--- config.mk ---
export PLATFORM = sky130hd
export DESIGN_NAME = pitch_sched
export DESIGN_NICKNAME = d
export VERILOG_FILES = /design/src/rtl/pitch_sched.sv
export SDC_FILE = /design/constraint.sdc
export NUM_CORES = 1
export LEC_CHECK = 0
export CAP_MARGIN = 25
export CORE_MARGIN = 4
export CORE_UTILIZATION = 35
export CTS_BUF_LIST = sky130_fd_sc_hd__clkbuf_16
export DETAILED_ROUTE_END_ITERATION = 8
export GPL_ROUTABILITY_DRIVEN = 0
export PLACE_DENSITY_LB_ADDON = 0.05
export SETUP_SLACK_MARGIN = 0.02
export SLEW_MARGIN = 20
export SYNTH_ARGS = -nofsm -noshare
export SYNTH_HDL_FRONTEND = slang
export SYNTH_SLANG_ARGS = --single-unit
export TNS_END_PERCENT = 1
--- constraint.sdc ---
create_clock -name clock -period 3.15 [get_ports clock]
set_input_delay 0.7875 -clock clock [delete_from_list [all_inputs] [get_ports clock]]
set_output_delay 0.7875 -clock clock [all_outputs]
set_load 0.01 [all_outputs]
--- src/rtl/pitch_sched.sv ---
// Voice pitch scheduler: arbitrates per-frame lookups of a shared pitch ROM
// across four voices and converts each ROM word into a phase increment.
module pitch_sched #(
  parameter int SAMPLE_RATE = 16384,
  parameter int SLOTS       = 4,
  localparam int W          = $clog2(SAMPLE_RATE)
) (
  input  logic           clock,
  input  logic           reset_n,
  input  logic           sample_ena,
  input  logic [3:0]     req,
  input  logic [15:0]    notes,
  output logic [3:0]     rom_addr,
  input  logic [W-1:0]   rom_data,
  output logic [4*W-1:0] inc,
  output logic [3:0]     upd,
  output logic           busy,
  output logic           frame_done,
  output logic           overrun
);

  localparam logic [1:0]   IDLE    = 2'd0;
  localparam logic [1:0]   ARB     = 2'd1;
  localparam logic [1:0]   LOOK    = 2'd2;
  localparam logic [2:0]   SLOTS_C = 3'(SLOTS);
  localparam logic [W-1:0] RATE_C  = W'(SAMPLE_RATE);

  logic [1:0]   state_r;
  logic [3:0]   pend_r;
  logic [1:0]   ptr_r;
  logic [2:0]   cnt_r;
  logic [1:0]   vsel_r;
  logic [W-1:0] inc_r [4];

  logic         pick_ok_s;
  logic [1:0]   pick_s;
  logic [3:0]   code_s;
  logic [W-1:0] look_inc_s;

  assign inc = {inc_r[3], inc_r[2], inc_r[1], inc_r[0]};

  // Rotating priority pick: scan from the far end so the voice nearest ptr wins.
  always_comb begin
    pick_ok_s = |pend_r;
    pick_s    = ptr_r;
    for (int i = 3; i >= 0; i--) begin
      pick_s = pend_r[ptr_r + 2'(i)] ? (ptr_r + 2'(i)) : pick_s;
    end
    code_s = notes[{pick_s, 2'b00} +: 4];
  end

  // rom_addr still holds the granted note code while in LOOK; code 0 means silence.
  always_comb begin
    look_inc_s = (rom_addr == 4'd0) ? {W{1'b0}} : (RATE_C - rom_data);
  end

  // Frame sequencer and all registered outputs.
  always_ff @(posedge clock) begin
    if (!reset_n) begin
      state_r    <= IDLE;
      pend_r     <= 4'd0;
      ptr_r      <= 2'd0;
      cnt_r      <= 3'd0;
      vsel_r     <= 2'd0;
      rom_addr   <= 4'd0;
      upd        <= 4'd0;
      busy       <= 1'b0;
      frame_done <= 1'b0;
      overrun    <= 1'b0;
      for (int v = 0; v < 4; v++) begin
        inc_r[v] <= {W{1'b0}};
      end
    end else begin
      upd        <= 4'd0;
      frame_done <= 1'b0;
      overrun    <= sample_ena & (state_r != IDLE);
      case (state_r)
        IDLE: begin
          if (sample_ena) begin
            pend_r  <= req;
            cnt_r   <= 3'd0;
            busy    <= 1'b1;
            state_r <= ARB;
          end
        end
        ARB: begin
          if (!pick_ok_s || (cnt_r == SLOTS_C)) begin
            busy       <= 1'b0;
            frame_done <= 1'b1;
            state_r    <= IDLE;
          end else begin
            rom_addr <= code_s;
            vsel_r   <= pick_s;
            state_r  <= LOOK;
          end
        end
        LOOK: begin
          inc_r[vsel_r]  <= look_inc_s;
          pend_r[vsel_r] <= 1'b0;
          upd            <= 4'd1 << vsel_r;
          ptr_r          <= vsel_r + 2'd1;
          cnt_r          <= cnt_r + 3'd1;
          state_r        <= ARB;
        end
        default: begin
          busy    <= 1'b0;
          state_r <= IDLE;
        end
      endcase
    end
  end

endmodule

==> results summary <==
The library cells used most frequently in the layout, excluding fill and tap cells, are sky130_fd_sc_hd__clkdlybuf4s50_1, sky130_fd_sc_hd__nor2_1, sky130_fd_sc_hd__edfxtp_1. The min-delay analysis places its worst path in the category reg2reg. The sum of negative setup slack is 0 ns. The die footprint is 11200 sq um. The synthesized design contains 80 register bits. For this configuration, the core starts out at a cell density of 36.2%. The peak supply drop is 255 uV. The register cell area after layout is 2160 sq um. The run finished with clean final reports. The tree is rooted in a sky130_fd_sc_hd__clkbuf_16. Measured along the y axis, the die boundary spans 106 microns. The number of antenna violations at the first check in global routing came to 0. The number of antenna diodes in the final layout is 0.

The switching power total came out at 0.541 mW. Per report_power, the sequential group accounts for 43.9% of the total. The cell-internal power came out at 2.15 mW. The worst setup skew after layout is 0.00611 ns. In this run switching power makes up 20.1% of total power. The largest net degree at the start of global routing is 15.

Counting along the longest clock path gives a buffer depth of 2. For this block, wires on met1 add up to 3580 microns. The routed via count is roughly 2600. The layout has a little under 900 filler cells. The cell total after placement came out at 536. The number of clock buffers inserted by TritonCTS came out at 9. The met3 routed wirelength came out at 390 microns.

The amount of wire on met2 after detailed routing is 4520 microns. The synthesis-to-finish area growth is 48.7%. The number of global-route vias before repair is 2560. The total number of nets in the final design is 462. The number of violations of the max-capacitance limit is 0. The power per standard cell area came out at 538 nW/um^2. The fraction of the yosys area taken by sequential cells came out at between 60 and 70%. Of all nets on the critical path, the largest fanout is 4. The number of port buffers is 103. The worst-case setup margin in the final layout came out at 0.339 ns.

The clock power share came out at 46.5%. The number of distinct library cells after synthesis is 38. The clock tree synthesis step divided the H-tree into 3 levels. The share of power burned in combinational logic is 9.6%. The net count of the mapped netlist is 342.

The Yosys step of the flow raised 0 warnings. Among all flip-flop cells after synthesis, the most frequent one is sky130_fd_sc_hd__edfxtp_1. The critical setup path kind is in2reg. Wires add up to 8590 microns. The first-iteration detailed-routing DRC count is 61.

The finished layout holds ~550 standard cells, fillers aside. The gate count of the mapped netlist is 298. The nature of the critical path endpoint is a flip-flop. The boundary pin count came out at 104.

The area of the multi-input gates came out at 1110 sq um. Power comes to approximately 2.7 mW. The core region is ~9300 sq um. The number of design rule violations left after detail routing is 0. Summing all placed instances gives a cell area of 4640 sq um. TritonCTS built the clock tree. The total setup buffers inserted after CTS is 0.

The pre-antenna-repair detailed-routing pass consisted of 4 iterations. The clock network latency to the later pin of the worst-skew pair is 0.33 ns. Detailed placement finished with a half-perimeter wire length of 6360 microns. Summing every instance area after synthesis gives 3360 sq um. For this run, the total global-route usage over all layers was measured as 15.6%. Measured against its own limit, the worst slew margin works out to 59.8%. In this run the static leakage power is 1.91 nW. The share of async-settable or async-resettable flops after synthesis came out at 0%. The average cell area after synthesis came out at 11.3 sq um.

The most common cell after layout, fill and taps aside is sky130_fd_sc_hd__clkdlybuf4s50_1. The final antenna-violating net count is 0. The setup slack at placement is 0.00544 ns. The number of hold buffers added after CTS came out at 0. STA classifies the critical path startpoint as a primary input. The critical path data required time is 3.22 ns.

Measured along the x axis, the die boundary spans 106 microns. The global-route wire length before repair is 13300 microns. Dividing the detail-routed via count by the number of cells gives 4.66.

The number of endpoints failing setup at the final stage is 0. The highest layer touched by signal routing is met4. The number of sinks handled by clock tree synthesis came out at 80.

The shortest period the worst path allows came out at 2.81 ns. The slew at the pin with the worst max-slew slack came out at 0.602 ns. The arrival time reported for the critical path endpoint is 2.88 ns. The clock transition time at the flip-flop clock pins of the worst setup and hold paths is 0.06 ns. The post-route cell area is 4990 sq um. The average wire per cell in the routed design came out at 15.6 microns. The number of instances resized during post-cts repair is 0. Row generation in the floorplan step produced 35 rows. The number of hold violations in the final report is 0.

After global routing the overflow that remains totals 0. The number of enable flip-flop cells after synthesis came out at 56. The fraction of final layout cells sized beyond drive strength 1 is 8.29%. Setup repair after global routing left no endpoint under its margin. Based on the critical path, the design can be clocked at up to 0.356 GHz. The final-report max-slew violation count is 0. The share of the clock period used by the worst path after layout came out at between 80% and 90%.
[power groups by stage]
stage | clock network, mW | registers (mW) | logic, mW
finish | 1.25 | 1.18 | 0.258
floorplan | 0 | 1.21 | 0.0891
CTS | 1.27 | 1.18 | 0.262
global placement | 0 | 1.20 | 0.258
global route | 1.31 | 1.18 | 0.280
detailed placement | 0 | 1.20 | 0.261
[flip-flops by register name, indices dropped and copies added, names as in the netlist]
register,flops
inc_r,56
state_r,2
frame_done,1
overrun,1
pend_r,4
vsel_r,2
ptr_r,2
upd,4
busy,1
cnt_r,3
rom_addr,4
[synth_stat cells, types with 2 or more instances]
| cell | instances | area share, % |
|---|---|---|
| sky130_fd_sc_hd__nor2_1 | 68 | 7.6 |
| sky130_fd_sc_hd__edfxtp_1 | 56 | 50 |
| sky130_fd_sc_hd__nand2_1 | 31 | 3.5 |
| sky130_fd_sc_hd__dfxtp_1 | 24 | 14 |
| sky130_fd_sc_hd__inv_1 | 17 | 1.9 |
| sky130_fd_sc_hd__a21oi_1 | 12 | 1.8 |
| sky130_fd_sc_hd__nand3_1 | 10 | 1.5 |
| sky130_fd_sc_hd__mux2i_1 | 9 | 2.7 |
| sky130_fd_sc_hd__ha_1 | 7 | 2.6 |
| sky130_fd_sc_hd__clkbuf_1 | 6 | 0.67 |
| sky130_fd_sc_hd__nor2b_1 | 5 | 0.93 |
| sky130_fd_sc_hd__xor2_1 | 5 | 1.3 |
| sky130_fd_sc_hd__nand2b_1 | 4 | 0.75 |
| sky130_fd_sc_hd__nor3_1 | 4 | 0.60 |
| sky130_fd_sc_hd__nor4_1 | 4 | 0.75 |
| sky130_fd_sc_hd__o221ai_1 | 4 | 1.0 |
| sky130_fd_sc_hd__xnor2_1 | 4 | 1.0 |
| sky130_fd_sc_hd__a22oi_1 | 2 | 0.45 |
| sky130_fd_sc_hd__and2_1 | 2 | 0.37 |
| sky130_fd_sc_hd__nand3b_1 | 2 | 0.45 |
| sky130_fd_sc_hd__o21ai_0 | 2 | 0.30 |
| sky130_fd_sc_hd__o31ai_1 | 2 | 0.45 |
| sky130_fd_sc_hd__or4_1 | 2 | 0.45 |
| sky130_fd_sc_hd__or4_4 | 2 | 0.67 |
[cells by family after synthesis]
logic type / synth area share [%]
AND/OR/NAND/NOR: 19.9
XOR/XNOR: 2.83
adder cells (fa/ha/maj): 2.61
AO/OA/AOI/OAI: 4.66
flip-flops: 64.4
buffers and inverters: 2.57
multiplexers: 3.02
[final cells by class]
cell class / count / share of cell area, %
inverters: 17 / 1.28
clock buffers: 9 / 4.51
clock inverters: 6 / 2.66
repair buffers: 115 / 22.7
well taps: 129 / 3.23
multi-input cells: 195 / 22.3
flip-flops and latches: 80 / 43.3
[critical path: stages]
cell and delay (ns):
sky130_fd_sc_hd__clkdlybuf4s50_1 0.47, sky130_fd_sc_hd__or4_4 0.56, sky130_fd_sc_hd__or4_4 0.47, sky130_fd_sc_hd__nor4_4 0.29, sky130_fd_sc_hd__xor2_2 0.23, sky130_fd_sc_hd__nor2_1 0.08
[worst paths after layout]
path                    start           end  slack (ns)  cells after the start
hold reg to reg   rom_addr[0]   rom_addr[0]        0.52                      2
setup reg to reg   state_r[1]   inc_r[1][3]        1.13                      5
hold / removal    rom_addr[0]   rom_addr[0]        0.52                      2
setup / recovery  rom_data[7]  inc_r[1][13]        0.34                      6
[stage by stage]
stage / hold slack, ns / utilization (%)
2_1_floorplan: 0.477 / -
3_3_place_gp: 0.492 / 49.9
3_5_place_dp: 0.505 / 49.9
4_1_cts: 0.519 / 53.8
5_1_grt: 0.540 / 53.8
6_report: 0.516 / 53.8
[routing by layer]
layer / GRT usage, % / up-vias
li1: - / 1277
met1: 18.1 / 1215
met2: 28.3 / 71
met3: 2.91 / 7
met4: 6.01 / 0
met5: 0 / -
(Power assumes the default switching activity.)
